===== src/rtl/processor_pkg.sv =====
// Shared constants for the multi-cycle processor: opcodes, FSM states, bus
// select codes and ALU op encodings (the ALU op codes are also used by arithmetic_logic_unit).
package processor_pkg;

  localparam int IW   = 9;
  localparam int NREG = 8;
  localparam int SELW = 4;
  localparam int REGW = 3;

  localparam logic [2:0] OP_MV  = 3'b000;
  localparam logic [2:0] OP_MVI = 3'b001;
  localparam logic [2:0] OP_ADD = 3'b010;
  localparam logic [2:0] OP_SUB = 3'b011;
  localparam logic [2:0] OP_AND = 3'b100;

  localparam logic [SELW-1:0] SEL_DIN = 4'd8;
  localparam logic [SELW-1:0] SEL_G   = 4'd9;

  localparam logic [1:0] ADD_SUB     = 2'b00;
  localparam logic [1:0] LOGICAL_AND = 2'b01;

  typedef enum logic [1:0] {
    IDLE = 2'd0,
    T1   = 2'd1,
    T2   = 2'd2,
    T3   = 2'd3
  } state_t;

  // Instruction classes as the sequencer sees them; reserved opcodes decode to CLS_NOP.
  typedef enum logic [1:0] {
    CLS_MV  = 2'd0,
    CLS_MVI = 2'd1,
    CLS_ALU = 2'd2,
    CLS_NOP = 2'd3
  } op_class_t;

endpackage


===== src/rtl/processor_instr_decoder.sv =====
// Combinational decode of the held instruction register into sequencer class,
// register fields and the ALU controls.
module processor_instr_decoder
  import processor_pkg::*;
#(
  parameter int IW   = processor_pkg::IW,
  parameter int NREG = processor_pkg::NREG
) (
  input  logic [IW-1:0]   ir,
  output op_class_t       op_class,
  output logic [REGW-1:0] rx,
  output logic [NREG-1:0] rx_onehot,
  output logic [REGW-1:0] ry,
  output logic [1:0]      alu_op,
  output logic            add_sub_control,
  output logic            cin
);

  logic [2:0] opcode;

  assign opcode    = ir[IW-1 -: 3];
  assign rx        = ir[2*REGW-1 -: REGW];
  assign ry        = ir[REGW-1:0];
  assign rx_onehot = NREG'(1) << rx;

  always_comb begin
    op_class        = CLS_NOP;
    alu_op          = ADD_SUB;
    add_sub_control = 1'b0;
    cin             = 1'b0;
    case (opcode)
      OP_MV:  op_class = CLS_MV;
      OP_MVI: op_class = CLS_MVI;
      OP_ADD: op_class = CLS_ALU;
      OP_SUB: begin
        op_class        = CLS_ALU;
        add_sub_control = 1'b1;
        cin             = 1'b1;
      end
      OP_AND: begin
        op_class = CLS_ALU;
        alu_op   = LOGICAL_AND;
      end
      default: op_class = CLS_NOP;
    endcase
  end

endmodule


===== src/rtl/processor_control_unit.sv =====
// Multi-cycle instruction sequencer: captures an instruction on run and steps
// the datapath controls through T1..T3; carries no data bits itself.
module processor_control_unit
  import processor_pkg::*;
#(
  parameter int IW   = processor_pkg::IW,
  parameter int NREG = processor_pkg::NREG,
  parameter int SELW = processor_pkg::SELW
) (
  input  logic            clock,
  input  logic            reset,
  input  logic            run,
  input  logic [IW-1:0]   instr,
  output logic            ir_load,
  output logic [SELW-1:0] bus_sel,
  output logic [NREG-1:0] reg_in,
  output logic            a_in,
  output logic            g_in,
  output logic [1:0]      alu_op,
  output logic            add_sub_control,
  output logic            cin,
  output logic            done,
  output logic [1:0]      state_dbg
);

  // Handshake: run is a start request sampled only in IDLE; the instruction is
  // accepted on the edge where ir_load=1, and done=1 marks the final step of it.

  state_t          state, next_state;
  logic [IW-1:0]   ir;
  op_class_t       op_class;
  logic [REGW-1:0] rx, ry;
  logic [NREG-1:0] rx_onehot;

  processor_instr_decoder #(.IW(IW), .NREG(NREG)) u_decoder (
    .ir              (ir),
    .op_class        (op_class),
    .rx              (rx),
    .rx_onehot       (rx_onehot),
    .ry              (ry),
    .alu_op          (alu_op),
    .add_sub_control (add_sub_control),
    .cin             (cin)
  );

  assign state_dbg = state;

  always_ff @(posedge clock) begin
    if (reset) begin
      state <= IDLE;
      ir    <= '0;
    end else begin
      state <= next_state;
      if (ir_load) ir <= instr;
    end
  end

  always_comb begin
    next_state = state;
    ir_load    = 1'b0;
    bus_sel    = '0;
    reg_in     = '0;
    a_in       = 1'b0;
    g_in       = 1'b0;
    done       = 1'b0;
    case (state)
      IDLE: begin
        // Reset outranks run, so no capture is advertised while it is held.
        ir_load = run & ~reset;
        if (run) next_state = T1;
      end
      T1: begin
        next_state = IDLE;
        case (op_class)
          CLS_MV: begin
            bus_sel = SELW'(ry);
            reg_in  = rx_onehot;
            done    = 1'b1;
          end
          CLS_MVI: begin
            bus_sel = SEL_DIN;
            reg_in  = rx_onehot;
            done    = 1'b1;
          end
          CLS_ALU: begin
            bus_sel    = SELW'(rx);
            a_in       = 1'b1;
            next_state = T2;
          end
          default: done = 1'b1;
        endcase
      end
      T2: begin
        bus_sel    = SELW'(ry);
        g_in       = 1'b1;
        next_state = T3;
      end
      T3: begin
        bus_sel    = SEL_G;
        reg_in     = rx_onehot;
        done       = 1'b1;
        next_state = IDLE;
      end
      default: next_state = IDLE;
    endcase
  end

endmodule

===== config.mk =====
export PLATFORM = sky130hd
export DESIGN_NAME = processor_control_unit
export DESIGN_NICKNAME = d
export VERILOG_FILES = /design/src/rtl/processor_pkg.sv /design/src/rtl/processor_instr_decoder.sv /design/src/rtl/processor_control_unit.sv
export SDC_FILE = /design/constraint.sdc
export NUM_CORES = 1
export LEC_CHECK = 0
export BUFFER_PORTS_ARGS = -buffer_cell sky130_fd_sc_hd__clkbuf_2
export CAP_MARGIN = 40
export CORE_UTILIZATION = 44
export DETAILED_ROUTE_END_ITERATION = 12
export PLACE_DENSITY = 0.83
export RECOVER_POWER = 100
export SLEW_MARGIN = 20
export SYNTH_ARGS = -nofsm -noshare
export SYNTH_HDL_FRONTEND = slang
export SYNTH_SLANG_ARGS = --single-unit

===== constraint.sdc =====
create_clock -name clock -period 1.6 [get_ports clock]
set_input_delay 0.16 -clock clock [delete_from_list [all_inputs] [get_ports clock]]
set_output_delay 0.16 -clock clock [all_outputs]
set_load 0.03 [all_outputs]

==> results_dict.tcl <==
set metrics [dict create \
    hold_viol 0 \
    fin_setup_tns_ns -0.4268 \
    final_core_util_pct 72.76 \
    yosysTopAreaCellShare_pct 31.77 \
    postSynthCellCount 85 \
    grt_pass1_vias 653 \
    yosysSeqAreaShare_pct 31.77 \
    layout_commonest_cell "clkbuf_2" \
    rrSetupSlack_ns 0.19 \
    synth_cell_type_count 25 \
    sw_frac_of_total_pct 30.59 \
    via_count 696 \
    rsz0062_at_grt "true" \
    row_count 13 \
    antenna_found_initial 0 \
    pwr-share-seq_pct 46.5 \
    wl_per_cell_um 12.49 \
    core_mm2 0.001383 \
    start_util_pct 50.14 \
    ff2ff_path_depth 5 \
    gr-usage-met3_pct 1.304 \
    clock.fmax_ghz 0.5690 \
    maxCapViolCount 0 \
    period_needed_ns 1.757 \
    min_path_type "in -> reg" \
    fin_crit_sh_pct 109.8 \
    outcome "finished, violations left" \
    reg2reg_to "ir[7]" \
    switching_power_mw 0.1999 \
    dr.pass1.iters 4 \
    worstPathRequired_ns 1.44 \
    via_per_inst 5.118 \
    powerDensity_mw_per_mm2 649.6 \
    syn_nets 97 \
    cts_buffer_depth 2 \
    grt_overflow 0 \
    n_antenna_cell 0 \
    postSynthAreaPerCell_um2 8.155 \
    synthFlopType "dfxtp_1" \
    yosys-top-cells-area "dfxtp_1 32%, a21oi_2 13%, nand2_2 8.1%, nand2_1 5.4%, nor2_1 4.3%" \
    cts_tree "done" \
    die_w_um 41.69 \
    slew_viol_final 0 \
    end_kind "output pin" \
    yosysWarnings 0 \
    nNetsFinal 134 \
    die_h_um 41.69 \
    io_pins 34 \
    ys_seq_elements 11 \
    clk_latency_ns 0.26 \
    async_flop_share_pct 0 \
    setup_ws_ns -0.1574 \
    min_from "instr[8]" \
    arrival_ns 1.60 \
    setup_viol_count_final 5 \
    clock-root-buffer "clkbuf_4" \
    fin_worst_skew_ns 0.003135 \
    numPortBuffers 32 \
    syn_area_um2 693.2 \
    cp-start-kind "register" \
    worstSetupPathType "reg -> out" \
    drive_gt1_share_pct 61.16 \
    initialDrtViolationCount 7 \
    use_met1_pct 24.87 \
    path_clk_slew_ns 0.06 \
    hold_path_end "ir[8]" \
    grt_use_met2_pct 35.94 \
    peakVddDrop_mv 0.4251 \
    final_cell_mix "22 x clkbuf_2, 10 x nand2_1, 10 x a21oi_2, 9 x nand2_2" \
    grtUsageTotal_pct 20.65 \
    numCtsBuffers 3 \
    clockPowerShare_pct 27.8 \
    grt_pass1_wl_um 2842 \
    cp_max_fo 6 \
    hpwlAfterDp_um 1198 \
    internal_power_mw 0.4536 \
    cp-startpoint "ir[7]" \
    htreeDepth 1 \
    grt_busiest_layer "met2" \
    whs_path_depth 3 \
    yosysTopAreaCell "dfxtp_1" \
    p_leak_nw 0.4469 \
    syn2layout_area_growth_pct 45.13 \
    clock-sinks 11 \
    pwr-share-comb_pct 25.7 \
    violations "setup timing" \
    synth_edf_count 0 \
    grt_start_max_net_pins 12 \
    post-route-drc-count 0 \
    routabilityCongestion 0.7310 \
    postRouteAntennaNets 0 \
    wirelength_um 1699 \
    die_area_mm2 0.001738 \
]
==> worst max path at each step <==
stage | to | slack [ns] | depth (start not counted)
finish | bus_sel[1] | -0.16 | 4
global route | bus_sel[0] | -0.21 | 5
CTS | bus_sel[1] | -0.18 | 4
detailed placement | bus_sel[2] | 0.02 | 4
global placement | bus_sel[2] | 0.05 | 4
floorplan | bus_sel[0] | -0.09 | 3
==> layout make-up <==
class | count | area [µm²]
sequential | 11 | 227.7
clock buffer | 4 | 26.28
tap | 15 | 18.77
multi-input combinational | 64 | 454.2
timing repair buffer | 38 | 251.5
fill | 115 | 376.6
inverter | 4 | 27.53
==> timing repair <==
item | 4_1_cts | 5_1_grt
hold buffers | 0 | 0
endpoints found under the setup margin | 6 | 13
gates resized for setup | 17 | 9
setup buffers | 3 | 0
pin swaps | 6 | 3
==> through the flow <==
stage                     total power [mW]  setup slack [ns]  area (µm²)  instances  hold WS, ns
final                               0.6534           -0.1574        1006        136       0.1076
after global routing                0.6928           -0.2102        1006        136      0.09895
after CTS                           0.6555           -0.1789       991.0        136       0.1006
after detailed placement            0.4521           0.01570       878.3        129       0.3904
after global placement              0.4479           0.05458       878.3        129       0.3839
after floorplan                     0.4155          -0.09142       729.5         85       0.2869
==> routing by layer <==
metal,up-vias,wire length (µm)
li1,356,-
met2,28,874
met3,6,66
met4,0,44
met1,306,713
met5,-,0
==> cell families after synthesis <==
group	count (synthesis)	synth area share [%]
other cells	1	0.5410
buf+inv	10	10.65
simple gates	42	32.85
flops	11	31.77
compound gates	21	24.19
==> state kept, by name, indices dropped and copies added, names as in the netlist, named ones only <==
register and count:
ir 9, state_dbg 1
==> critical path, stage by stage, from the launching register on <==
cell      delay, ns
dfxtp_2        0.35
or4b_4         0.54
o21bai_4       0.15
a22o_1         0.15
clkbuf_8       0.15
==> cells in the mapped netlist (all sizes together), types with 2 or more instances <==
cell type / number
a22o: 2
a21oi: 12
or4b: 2
nor2b: 4
o211ai: 4
buf: 5
nor3: 3
nand2b: 4
inv: 3
nor2: 8
nand2: 19
dfxtp: 11
==> power by group through the flow <==
stage                     logic, mW  registers (mW)  clock network (mW)
after floorplan               0.108           0.307                   0
after global placement        0.142           0.306                   0
after detailed placement      0.144           0.308                   0
after CTS                     0.164           0.302               0.189
after global routing          0.180           0.306               0.207
final                         0.168           0.304               0.182
No activity file was read; power rests on OpenSTA's default activity.
